$ cat src/rtl/display_hdmi_i2c_byte_master.sv
// Byte-level I2C master for the HDMI transmitter configuration path.
// Generates START/STOP and address/data bytes, checks ACKs, and honours SCL stretching.
module display_hdmi_i2c_byte_master #(
    parameter int    SYSCLK_FREQ = 25,
    parameter string MODE        = "STANDARD"
) (
    input  logic       i_sysclk,
    input  logic       i_arstn,
    input  logic       i_m_en,
    input  logic       i_m_wr,
    input  logic       i_last,
    input  logic [6:0] i_addr,
    input  logic [7:0] i_data,
    output logic       o_ack,
    output logic       o_last,
    output logic [7:0] o_data,
    output logic       o_nack,
    output logic       o_busy,
    input  logic       i_sda,
    output logic       o_sda_oe,
    input  logic       i_scl,
    output logic       o_scl_oe
);

    localparam int KHZ = (MODE == "FAST") ? 400 : 100;
    localparam int QTR = SYSCLK_FREQ * 1000 / (4 * KHZ);
    localparam int QW  = (QTR > 2) ? $clog2(QTR) : 1;
    localparam logic [QW-1:0] QLAST = QW'(QTR - 1);

    if (QTR < 2) begin : g_qtr_chk
        $error("QTR below 2: raise SYSCLK_FREQ or use STANDARD mode");
    end

    typedef enum logic [3:0] {
        S_IDLE, S_START, S_ADDR, S_AACK, S_WLOAD,
        S_WBYTE, S_WACK, S_RBYTE, S_RACK, S_STOP
    } state_t;

    state_t      state_q, state_d;
    logic [QW-1:0] qcnt_q, qcnt_d;
    logic [1:0]  qph_q, qph_d;
    logic [2:0]  bit_q, bit_d;
    logic [7:0]  shreg_q, shreg_d;
    logic [7:0]  data_q, data_d;
    logic        rw_q, rw_d;
    logic        rxack_q, rxack_d;
    logic        ack_q, ack_d;
    logic        nack_q, nack_d;
    logic        last_q, last_d;
    logic        timed, stall, tick, qend, sample;
    logic        scl_oe, sda_oe;

    // Line drivers and quarter-timing strobes decoded from the current state
    always_comb begin
        scl_oe = 1'b0;
        sda_oe = 1'b0;
        timed  = 1'b1;
        unique case (state_q)
            S_IDLE:  timed = 1'b0;
            S_START: sda_oe = 1'b1;
            S_ADDR, S_WBYTE: begin
                scl_oe = (qph_q == 2'd0);
                sda_oe = ~shreg_q[7];
            end
            S_AACK, S_WACK, S_RBYTE: scl_oe = (qph_q == 2'd0);
            S_RACK: begin
                scl_oe = (qph_q == 2'd0);
                sda_oe = ~i_last;
            end
            S_WLOAD: begin
                scl_oe = 1'b1;
                timed  = 1'b0;
            end
            S_STOP: begin
                scl_oe = (qph_q == 2'd0);
                sda_oe = (qph_q <= 2'd1);
            end
            default: timed = 1'b0;
        endcase
        stall  = timed && !scl_oe && !i_scl;
        tick   = timed && !stall && (qcnt_q == QLAST);
        qend   = tick && (qph_q == 2'd3);
        sample = tick && (qph_q == 2'd2);
    end

    // Next-state, shift register, counters and one-cycle status pulses
    always_comb begin
        state_d = state_q;
        qcnt_d  = qcnt_q;
        qph_d   = qph_q;
        bit_d   = bit_q;
        shreg_d = shreg_q;
        data_d  = data_q;
        rw_d    = rw_q;
        rxack_d = rxack_q;
        ack_d   = 1'b0;
        nack_d  = 1'b0;
        last_d  = 1'b0;
        if (!timed) begin
            qcnt_d = '0;
            qph_d  = 2'd0;
        end else if (!stall) begin
            if (tick) begin
                qcnt_d = '0;
                qph_d  = qph_q + 2'd1;
            end else begin
                qcnt_d = qcnt_q + QW'(1);
            end
        end
        if (sample && (state_q == S_AACK || state_q == S_WACK)) begin
            rxack_d = ~i_sda;
        end
        if (sample && state_q == S_RBYTE) begin
            shreg_d = {shreg_q[6:0], i_sda};
        end
        unique case (state_q)
            S_IDLE: begin
                if (i_m_en) begin
                    shreg_d = {i_addr, i_m_wr};
                    rw_d    = i_m_wr;
                    state_d = S_START;
                end
            end
            S_START: begin
                if (tick && qph_q == 2'd1) begin
                    qph_d   = 2'd0;
                    state_d = S_ADDR;
                end
            end
            S_ADDR, S_WBYTE: begin
                if (qend) begin
                    shreg_d = {shreg_q[6:0], 1'b0};
                    bit_d   = bit_q + 3'd1;
                    if (bit_q == 3'd7) begin
                        state_d = (state_q == S_ADDR) ? S_AACK : S_WACK;
                    end
                end
            end
            S_AACK: begin
                if (qend) begin
                    if (!rxack_q) begin
                        nack_d  = 1'b1;
                        state_d = S_STOP;
                    end else begin
                        state_d = rw_q ? S_RBYTE : S_WLOAD;
                    end
                end
            end
            S_WLOAD: begin
                shreg_d = i_data;
                ack_d   = 1'b1;
                state_d = S_WBYTE;
            end
            S_WACK: begin
                if (qend) begin
                    if (!rxack_q) begin
                        nack_d  = 1'b1;
                        state_d = S_STOP;
                    end else begin
                        state_d = i_m_en ? S_WLOAD : S_STOP;
                    end
                end
            end
            S_RBYTE: begin
                if (qend) begin
                    bit_d = bit_q + 3'd1;
                    if (bit_q == 3'd7) begin
                        data_d  = shreg_q;
                        ack_d   = 1'b1;
                        state_d = S_RACK;
                    end
                end
            end
            S_RACK: begin
                if (qend) begin
                    state_d = (i_last || !i_m_en) ? S_STOP : S_RBYTE;
                end
            end
            S_STOP: begin
                if (qend) begin
                    last_d  = 1'b1;
                    state_d = S_IDLE;
                end
            end
            default: state_d = S_IDLE;
        endcase
    end

    // State and datapath registers; reset releases both bus lines at once
    always_ff @(posedge i_sysclk or negedge i_arstn) begin
        if (!i_arstn) begin
            state_q <= S_IDLE;
            qcnt_q  <= '0;
            qph_q   <= 2'd0;
            bit_q   <= 3'd0;
            shreg_q <= 8'h00;
            data_q  <= 8'h00;
            rw_q    <= 1'b0;
            rxack_q <= 1'b0;
            ack_q   <= 1'b0;
            nack_q  <= 1'b0;
            last_q  <= 1'b0;
        end else begin
            state_q <= state_d;
            qcnt_q  <= qcnt_d;
            qph_q   <= qph_d;
            bit_q   <= bit_d;
            shreg_q <= shreg_d;
            data_q  <= data_d;
            rw_q    <= rw_d;
            rxack_q <= rxack_d;
            ack_q   <= ack_d;
            nack_q  <= nack_d;
            last_q  <= last_d;
        end
    end

    assign o_scl_oe = scl_oe;
    assign o_sda_oe = sda_oe;
    assign o_busy   = (state_q != S_IDLE);
    assign o_ack    = ack_q;
    assign o_nack   = nack_q;
    assign o_last   = last_q;
    assign o_data   = data_q;

endmodule

$ cat config.mk
export PLATFORM = sky130hd
export DESIGN_NAME = display_hdmi_i2c_byte_master
export DESIGN_NICKNAME = d
export VERILOG_FILES = /design/src/rtl/display_hdmi_i2c_byte_master.sv
export SDC_FILE = /design/constraint.sdc
export NUM_CORES = 1
export LEC_CHECK = 0
export BUFFER_PORTS_ARGS = -buffer_cell sky130_fd_sc_hd__buf_2
export CORE_ASPECT_RATIO = 1.2
export CORE_MARGIN = 10
export CORE_UTILIZATION = 40
export DETAILED_ROUTE_END_ITERATION = 8
export PLACE_DENSITY = 0.71
export SYNTH_ARGS = -nofsm -noshare
export SYNTH_HDL_FRONTEND = slang
export SYNTH_SLANG_ARGS = --single-unit
$ cat constraint.sdc
create_clock -name i_sysclk -period 2 [get_ports i_sysclk]
set_clock_uncertainty 0.2 [all_clocks]
set_input_delay 0.2 -clock i_sysclk [delete_from_list [all_inputs] [get_ports i_sysclk]]
set_output_delay 0.2 -clock i_sysclk [all_outputs]
set_load 0.02 [all_outputs]
==> results of run 1 <==
==> layout make-up <==
cell class              count  area, µm²  area share (%)
multi-input cells         163       1553           44.16
well taps                  62      77.57           2.206
clock inverters             3      18.77          0.5338
flip-flops and latches     36      902.1           25.66
repair buffers            111      865.8           24.63
inverters                   8      30.03          0.8541
clock buffers               5      68.82           1.957
==> worst reg2reg max path: cells and delay by family, from the launching register on <==
family / cells / cell delay [ns]
simple gates: 2 / 0.36
flops: 1 / 0.42
compound gates: 3 / 0.79
buf+inv: 2 / 0.30
==> placed cells by master, fill, tap and decap left out, types with 8 or more instances in the layout <==
master         count
buf_4             47
dfrtp_1           35
buf_2             33
buf_6             22
nand2_1           11
mux2_4            11
nor2_1             9
o21ai_0            8
dlygate4sd3_1      8
==> repair_timing <==
action / CTS / global route
endpoints found under the setup margin: 32 / 35
hold endpoints to repair: 41 / 0
pin swaps: 17 / 16
setup buffers: 10 / 7
hold buffers: 8 / 0
gates resized for setup: 40 / 41
gates cloned: 1 / 1
==> metal layers <==
metal / vias to the layer above / global-route usage [%] / share of wire, %
met5: - / 0 / 0
met4: 0 / 8.222 / 4.1
met3: 27 / 3.454 / 6.7
met2: 111 / 25.95 / 51
met1: 1130 / 17.00 / 38
li1: 1024 / - / -
==> where the power goes <==
part           total (µW)  leakage, µW  internal, µW  switching [µW]
sequential            740     0.000481           735            5.02
combinational         143      0.00116          72.0            70.7
clock                 516    0.0000479           243             274
total                1400      0.00168          1050             349
==> kinds of logic after synthesis <==
kind of cell    count (synthesis)
mux                            18
compound gates                 65
xor+xnor                        4
buf+inv                        19
fa+ha+maj                       8
simple gates                   67
flops                          36
==> how the worst min path moves through the flow <==
stage               startpoint         end  cells past startpoint  slack [ns]
floorplan              i_arstn    bit_q[0]                      0       -0.30
global placement       i_arstn      o_last                      1        0.14
detailed placement     i_arstn    bit_q[0]                      1        0.14
CTS                  i_addr[4]  shreg_q[5]                      3        0.02
global route         i_addr[4]  shreg_q[5]                      3        0.04
finish               i_addr[4]  shreg_q[5]                      3        0.04
==> registers in the layout (all words and copies together), names as in the netlist <==
name and cells:
o_ack 1, bit_q 3, rxack_q 1, o_nack 1
qph_q 2, state_q 4, o_last 1, qcnt_q 6
shreg_q 8, rw_q 1, o_data 8
==> stage by stage <==
| step | TNS [ns] | hold slack, ns | instances |
|---|---|---|---|
| after detailed placement | -1.338 | 0.1353 | 354 |
| after CTS | -1.516 | 0.02093 | 381 |
| final | -2.272 | 0.03709 | 388 |
| after global routing | -4.069 | 0.03840 | 388 |
| after global placement | -0.6639 | 0.1354 | 354 |
| after floorplan | -0.6824 | -0.2956 | 217 |
==> Yosys cell counts (2+ instances only) <==
cell type	number	area share (%)
a2bb2oi_1	2	0.79
mux2_2	9	4.6
a221o_1	6	2.7
a21o_1	3	1.0
nand2b_1	5	1.4
o22ai_1	2	0.56
buf_4	2	0.68
o211ai_1	2	0.68
nand2_1	11	1.9
o21bai_1	2	0.68
a31oi_1	5	1.4
xnor2_1	3	1.2
or2_1	2	0.56
mux2i_1	6	2.7
ha_1	8	4.5
o311a_1	2	0.90
nor3_1	4	0.90
a21oi_1	9	2.0
mux2_1	3	1.5
nand3b_1	2	0.68
and2_1	2	0.56
a211o_1	2	0.79
nor3b_1	4	1.4
buf_2	4	0.90
a22oi_1	3	1.0
a22o_1	5	2.0
inv_1	8	1.4
dfrtp_1	36	41
and3_1	2	0.56
clkbuf_1	3	0.51
nor4_1	2	0.56
nor2_1	16	2.7
buf_1	2	0.34
o21ai_0	11	2.5
nand3_1	5	1.1
==> impl_metrics.env, run 1 <==
export IMPL_htreeDepth=2
export IMPL_dp_hpwl_um=4513
export IMPL_nets=355
export IMPL_yosys_mux_area_fraction_pct=8.779
export IMPL_drive_above_1_share_pct=52.76
export IMPL_crit_buf_inv=2
export IMPL_top_level_ports=36
export IMPL_required_ns=1.97
export IMPL_cts_reportedPaths_clkPinSlew_ns=0.07
export IMPL_synth_async_reset_ratio_pct=100.0
export IMPL_core_region_area_um2=5334
export IMPL_fin_crit_ns=2.184
export IMPL_rsz0062_at_grt="true"
export IMPL_worstReg2RegEnd="shreg_q[2]"
export IMPL_first_pass_iters=5
export IMPL_power_density_nw_per_um2=397.8
export IMPL_crit_type="register to register"
export IMPL_placement_setup_worst_slack_ns=-0.1091
export IMPL_status="complete, but fails checks"
export IMPL_post_synth_xor_area_fraction_pct=1.576
export IMPL_max_cap_viol_count=0
export IMPL_finish_utilization_pct=65.92
export IMPL_yosysSeqAreaShare_pct=40.52
export IMPL_grt_start_max_net_pins=37
export IMPL_grt_pass1_vias=2217
export IMPL_dpl_cell_area_um2=2869
export IMPL_antenna_found_initial=0
export IMPL_setup_ws_ns=-0.1844
export IMPL_gp_congestion=0.9092
export IMPL_cts_path_max_buffers=2
export IMPL_cts_buffers=5
export IMPL_synth_top_family_by_area="compound AO/OA/AOI/OAI gates"
export IMPL_area_growth_pct=58.13
export IMPL_die_width_um=88.06
export IMPL_worst_path_most_repeated_cell="buf_6"
export IMPL_slew_headroom_pct=45.98
export IMPL_synth_ff_latch_count=36
export IMPL_initial_utilization_pct=41.68
export IMPL_report_final_hold_viol_count=0
export IMPL_clock_root_buffer="clkbuf_8"
export IMPL_post_route_period_util_pct=109.2
export IMPL_worstPathArrival_ns=2.15
export IMPL_initial_drt_markers=273
export IMPL_synthesis_area_per_instance_um2=10.25
export IMPL_grt_use_total_pct=15.18
export IMPL_start_kind="register"
export IMPL_worstReg2RegStart="state_q[1]"
export IMPL_crit_cells=7
export IMPL_clkSinkCount=36
export IMPL_syn_num_nets=247
export IMPL_reg2regPathDepth=7
export IMPL_yosys_warns=0
export IMPL_drcViolationCount=0
export IMPL_routedWlPerCell_um=19.53
export IMPL_timing_critical_path_slowest_stage_cell="dfrtp_1"
export IMPL_hold_path_class="input port to register"
export IMPL_floorplan_die_area_um2=8953
export IMPL_die_h_um=101.7
export IMPL_dr_total_vias=2292
export IMPL_maxClockFrequency_ghz=0.4578
export IMPL_synth_lib_cells_used_distinct=59
export IMPL_final_design_area_no_fill_um2=3516
export IMPL_critical_path_top_delay_family="compound AO/OA/AOI/OAI gates"
export IMPL_cp_cell_sequence="or2_4, a221oi_4, buf_6, buf_6, nand3_4, a21boi_4, a221o_1"
export IMPL_post_synth_and_or_nand_nor_area_fraction_pct=17.39
export IMPL_wirelength_um=7579
export IMPL_post_synth_edffs=0
export IMPL_route_antenna_remaining_nets=0
export IMPL_antenna_diode_count=0
export IMPL_post_synth_fa_ha_maj_area_fraction_pct=4.502
export IMPL_global_route_overflow_total=0
export IMPL_endpoint="shreg_q[2]"
export IMPL_cts_tree="done"
export IMPL_critical_path_peak_fanout=5
export IMPL_syn_area_um2=2223
export IMPL_power_leakage_uw=0.001685
export IMPL_drv_slew=0
export IMPL_clkLatencyLatePin_ns=0.29
export IMPL_num_fill_cells=371
export IMPL_register_to_register_setup_slack_ns=-0.18
export IMPL_max_stage_delay_ns=0.42
export IMPL_detail_route_vias_per_cell=5.907
export IMPL_global_route_wire_length_before_repair_um=10860
export IMPL_synth_compound_gate_area_share_pct=23.47
export IMPL_vdd_ir_drop_worst_mv=0.2271
export IMPL_mapped_cells=217
export IMPL_row_count=29
export IMPL_p_total_uw=1399
export IMPL_launch_point_of_the_worst_path="state_q[1]"
export IMPL_tightest_slew_ns=0.8103
export IMPL_failing_checks="negative setup slack"
export IMPL_ys_flop_type="dfrtp_1"
export IMPL_setup_violations_final=25
export IMPL_critical_path_endpoint_type="register"
export IMPL_portBuffers=35
No activity file was read; power rests on OpenSTA's default activity.
==> run 2, diff against run 1 <==
- PLACE_DENSITY: 0.71 -> 0.69
- clock period: 2 -> 2.2 ns (I/O delays scaled with it)
==> run 2 against run 1 <==
Effect of this change:
- the run now ends clean
- critical endpoint is now shreg_q[1]
- utilization decreased by 9.7 points
- sequential cell count is the same
- first-iteration DRC count down 80%
- critical path type unchanged
- largest cell class unchanged
- non-clock buffer count is 34 lower
==> impl_metrics.env, run 2 (synthesized netlist as in run 1, its figures left out) <==
export IMPL_detail_route_vias_per_cell=5.635
export IMPL_crit_type="register to register"
export IMPL_drcViolationCount=0
export IMPL_cp_cell_sequence="or2_4, a221o_2, o31ai_4, a21boi_4, a221o_1"
export IMPL_antenna_found_initial=0
export IMPL_floorplan_die_area_um2=8953
export IMPL_nets=320
export IMPL_dpl_cell_area_um2=2623
export IMPL_most_common_layout_cells="36 x dfrtp_1, 34 x buf_2, 30 x buf_4"
export IMPL_start_kind="register"
export IMPL_status="complete, no violations"
export IMPL_grt_pass1_vias=2019
export IMPL_routedWlPerCell_um=16.61
export IMPL_register_to_register_setup_slack_ns=0.04
export IMPL_critical_path_peak_fanout=5
export IMPL_clkLatencyLatePin_ns=0.29
export IMPL_vdd_ir_drop_worst_mv=0.3045
export IMPL_final_design_area_no_fill_um2=2999
export IMPL_p_total_uw=1364
export IMPL_critical_path_top_delay_family="compound AO/OA/AOI/OAI gates"
export IMPL_global_route_overflow_total=0
export IMPL_post_route_period_util_pct=98.32
export IMPL_die_h_um=101.7
export IMPL_num_fill_cells=458
export IMPL_die_width_um=88.06
export IMPL_maxClockFrequency_ghz=0.4623
export IMPL_first_pass_iters=4
export IMPL_worstPathArrival_ns=2.14
export IMPL_top_level_ports=36
export IMPL_finish_utilization_pct=56.23
export IMPL_route_antenna_remaining_nets=0
export IMPL_hold_path_class="input port to register"
export IMPL_totalNegativeSetupSlack_ns=0
export IMPL_final_common_cell="dfrtp_1"
export IMPL_hold_path_startpoint="i_data[3]"
export IMPL_setup_violations_final=0
export IMPL_slew_headroom_pct=47.14
export IMPL_grt_start_max_net_pins=37
export IMPL_global_route_wire_length_before_repair_um=9404
export IMPL_drive_above_1_share_pct=39.86
export IMPL_setup_ws_ns=0.03705
export IMPL_required_ns=2.18
export IMPL_clock_root_buffer="clkbuf_8"
export IMPL_dp_hpwl_um=4249
export IMPL_initial_drt_markers=54
export IMPL_initial_utilization_pct=41.68
export IMPL_worstReg2RegStart="state_q[1]"
export IMPL_placement_setup_worst_slack_ns=-0.02576
export IMPL_report_final_hold_viol_count=0
export IMPL_htreeDepth=2
export IMPL_min_delay_path_depth=3
export IMPL_portBuffers=35
export IMPL_max_stage_delay_ns=0.41
export IMPL_core_region_area_um2=5334
export IMPL_cts_path_max_buffers=2
export IMPL_crit_buf_inv=0
export IMPL_gp_congestion=0.9126
export IMPL_clkSinkCount=36
export IMPL_drv_slew=0
export IMPL_antenna_diode_count=0
export IMPL_max_cap_viol_count=0
export IMPL_reg2regPathDepth=5
export IMPL_row_count=29
export IMPL_wirelength_um=5865
export IMPL_power_leakage_uw=0.001500
export IMPL_cts_tree="done"
export IMPL_rsz0062_at_grt="true"
export IMPL_grt_use_total_pct=12.91
export IMPL_tightest_slew_ns=0.7930
export IMPL_area_growth_pct=34.89
export IMPL_fin_crit_ns=2.163
export IMPL_cts_reportedPaths_clkPinSlew_ns=0.07
export IMPL_dr_total_vias=1989
export IMPL_worstReg2RegEnd="shreg_q[1]"
export IMPL_timing_critical_path_slowest_stage_cell="a221o_2"
export IMPL_hold_end="shreg_q[3]"
export IMPL_critical_path_endpoint_type="register"
export IMPL_power_density_nw_per_um2=454.9
export IMPL_cts_buffers=5
run 2: changes by cell type in the layout (fill, tap and decap cells not counted), sizes merged:
cell         delta
buf            -32
bufinv          +1
clkbuf          +1
clkinv          -2
dlygate4sd3     -2
nor2            -1
run 2: worst max path at each step:
| stage | startpoint | to | slack, ns | cells past startpoint |
|---|---|---|---|---|
| 2_1_floorplan | qph_q[1] | bit_q[1] | 0.04 | 7 |
| 6_report | state_q[1] | shreg_q[1] | 0.04 | 5 |
| 3_3_place_gp | qph_q[0] | o_data[5] | 0.04 | 7 |
| 3_5_place_dp | qph_q[0] | bit_q[1] | -0.03 | 7 |
| 5_1_grt | state_q[1] | shreg_q[1] | -0.06 | 5 |
| 4_1_cts | state_q[2] | o_sda_oe | -0.0009 | 6 |
run 2: what timing repair did:
action                                  4_1_cts  5_1_grt
hold buffers                                  6        0
setup buffers                                 6        5
endpoints found under the setup margin       13       22
resized for setup                             7       18
pin swaps                                     5        8
hold endpoints to repair                     41        0
run 2: worst register-to-register path: stages, from the launching register on:
cell and delay (ns):
dfrtp_1 0.39, or2_4 0.28, a221o_2 0.41, o31ai_4 0.33, a21boi_4 0.11, a221o_1 0.33
run 2: area by class of cell:
| cell class | instances | area (µm²) | share of cell area (%) |
|---|---|---|---|
| multi-input cells | 162 | 1323 | 44.10 |
| inverters | 8 | 30.03 | 1.001 |
| clock buffers | 6 | 72.57 | 2.420 |
| well taps | 62 | 77.57 | 2.587 |
| repair buffers | 77 | 560.5 | 18.69 |
| clock inverters | 2 | 35.03 | 1.168 |
| flip-flops and latches | 36 | 900.9 | 30.04 |
run 2: power breakdown:
part           internal (µW)  leakage (µW)  switching [µW]  total, µW
logic                   52.8      0.000962            53.4        106
registers                668      0.000483            7.17        675
clock network            336     0.0000552             246        583
run 2: per-layer routing:
layer / GRT usage, % / wire length [µm] / vias to the layer above / share of wire, %
met5: 0 / 0 / - / 0
met4: 4.232 / 105 / 0 / 1.8
met3: 2.490 / 221 / 10 / 3.8
met2: 23.77 / 3224 / 34 / 55
met1: 14.35 / 2314 / 990 / 39
li1: - / - / 955 / -
run 2: through the flow:
stage | instances | hold slack [ns]
after floorplan | 217 | -0.2756
after global placement | 328 | 0.1464
after detailed placement | 328 | 0.1675
after CTS | 348 | 0.009954
after global routing | 353 | 0.02219
final | 353 | 0.01090
==> run 3, diff against run 2 <==
- CAP_MARGIN: default -> 15
- CORE_UTILIZATION: 40 -> 50
- PLACE_DENSITY: 0.69 -> 0.81
==> run 3 against run 2 <==
Effect of this change:
- the run now ends with negative setup slack left
- wire length up 11%
- utilization rose by 13 points
- final cell count down 0.85%
- setup slack got worse by 0.052 ns
- global-route usage rose by 3.1 points
- critical path depth grew 1
- sequential share of layout area increased by 0.10 points
- sequential cell count stayed put
- die area decreased by 16%
- largest cell class unchanged
- highest routed layer unchanged
==> impl_metrics.env, run 3 (synthesized netlist as in run 1, its figures left out) <==
export IMPL_status="complete, but fails checks"
export IMPL_failing_checks="negative setup slack"
export IMPL_floorplan_die_area_um2=7525
export IMPL_dpl_cell_area_um2=2587
export IMPL_antenna_diode_count=0
export IMPL_setup_violations_final=3
export IMPL_hold_path_class="input port to register"
export IMPL_dp_hpwl_um=4128
export IMPL_cts_path_max_buffers=2
export IMPL_sequential_cell_area_um2=902.1
export IMPL_power_density_nw_per_um2=457.0
export IMPL_dr_wl_met3_um=361
export IMPL_cts_buffers=5
export IMPL_vdd_ir_drop_worst_mv=0.2529
export IMPL_initial_utilization_pct=51.78
export IMPL_global_route_overflow_total=0
export IMPL_rsz0062_at_grt="true"
export IMPL_num_fill_cells=310
export IMPL_detailroute_wirelength_met2_um=3364
export IMPL_top_level_ports=36
export IMPL_die_h_um=93.05
export IMPL_nets=323
export IMPL_grt_use_total_pct=16.01
export IMPL_fin_crit_ns=2.215
export IMPL_cts_reportedPaths_clkPinSlew_ns=0.08
export IMPL_placement_setup_worst_slack_ns=0.02809
export IMPL_finish_utilization_pct=69.70
export IMPL_total_area_of_multi_input_combinational_cells_um2=1340
export IMPL_routedWlPerCell_um=18.55
export IMPL_power_leakage_uw=0.001499
export IMPL_cts_tree="done"
export IMPL_antenna_found_initial=0
export IMPL_portBuffers=35
export IMPL_first_pass_iters=5
export IMPL_worstPathArrival_ns=2.20
export IMPL_grt_pass1_vias=2082
export IMPL_initial_drt_markers=106
export IMPL_place_detailed_instances=320
export IMPL_tightest_slew_ns=0.8068
export IMPL_max_cap_viol_count=0
export IMPL_row_count=26
export IMPL_critical_path_endpoint_type="register"
export IMPL_die_width_um=80.88
export IMPL_global_route_wire_length_before_repair_um=9770
export IMPL_crit_type="register to register"
export IMPL_most_common_layout_cells="35 x dfrtp_1, 35 x buf_2, 33 x buf_4"
export IMPL_area_growth_pct=34.61
export IMPL_wirelength_um=6494
export IMPL_start_kind="register"
export IMPL_clkLatencyLatePin_ns=0.29
export IMPL_drcViolationCount=0
export IMPL_maxClockFrequency_ghz=0.4515
export IMPL_top_layer_used="met4"
export IMPL_m1_wl_um=2567
export IMPL_required_ns=2.18
export IMPL_final_design_area_no_fill_um2=2993
export IMPL_slew_headroom_pct=46.22
export IMPL_final_cell_count_no_fill=350
export IMPL_totalNegativeSetupSlack_ns=-0.03679
export IMPL_core_region_area_um2=4294
export IMPL_clkSinkCount=36
export IMPL_critical_path_peak_fanout=5
export IMPL_drive_above_1_share_pct=41.16
export IMPL_route_antenna_remaining_nets=0
export IMPL_setup_ws_ns=-0.01492
export IMPL_dr_total_vias=2105
export IMPL_clock_root_buffer="clkbuf_8"
export IMPL_detail_route_vias_per_cell=6.014
export IMPL_grt_start_max_net_pins=37
export IMPL_gp_congestion=0.9243
export IMPL_report_final_hold_viol_count=0
export IMPL_htreeDepth=2
export IMPL_drv_slew=0
export IMPL_post_route_period_util_pct=100.7
## run 3: cell count changes in the layout (fill, tap and decap cells not counted), sizes merged
cell      before  now
buf           71   73
clkbuf         6    5
clkinvlp       0    1
nor2          17   18
## run 3: per-layer routing
layer,vias up,global-route usage (%)
met1,1053,18.89
met5,-,0
met3,15,2.778
met2,75,27.39
met4,0,7.225
li1,962,-
## run 3: what timing repair did
item | CTS | global route
resized for setup | 6 | 23
hold buffers | 6 | 0
hold endpoints to repair | 41 | 0
pin swaps | 3 | 9
cloned | 1 | 1
setup buffers | 4 | 10
setup endpoints to repair | 1 | 22
## run 3: area by class of cell
type	instances	share of cell area [%]
repair buffers	79	18.02
clock inverters	3	1.421
inverters	8	1.003
flip-flops and latches	36	30.14
multi-input cells	163	44.77
clock buffers	5	2.299
well taps	56	2.341
## run 3: final timing paths
| kind | start | end | slack (ns) | depth (start not counted) |
|---|---|---|---|---|
| hold / removal | i_data[3] | shreg_q[3] | 0.001 | 3 |
| setup / recovery | state_q[1] | bit_q[1] | -0.01 | 6 |
| min in group asynchronous | i_arstn | qph_q[1] | 0.35 | 2 |
| hold reg to reg | bit_q[0] | bit_q[0] | 0.29 | 1 |
| setup reg to reg | state_q[1] | bit_q[1] | -0.01 | 6 |
| max in group asynchronous | i_arstn | state_q[3] | 0.90 | 2 |
## run 3: through the flow
stage	hold WS [ns]	total power (µW)
CTS	0.006711	1364
detailed placement	0.1465	771.6
finish	0.001180	1368
global placement	0.1403	768.8
floorplan	-0.2756	717.6
global route	0.02718	1415
## run 3: power by group
part           switching, µW  internal [µW]
registers               6.11            668
clock network            259            336
logic                   52.3           46.8
## run 3: worst max-delay path, cell delays in order, from the launching register on
cell and delay, ns:
dfrtp_1 0.41, or2_4 0.29, a221oi_4 0.27, buf_6 0.19
nand2_8 0.09, a211oi_4 0.32, mux2_4 0.33
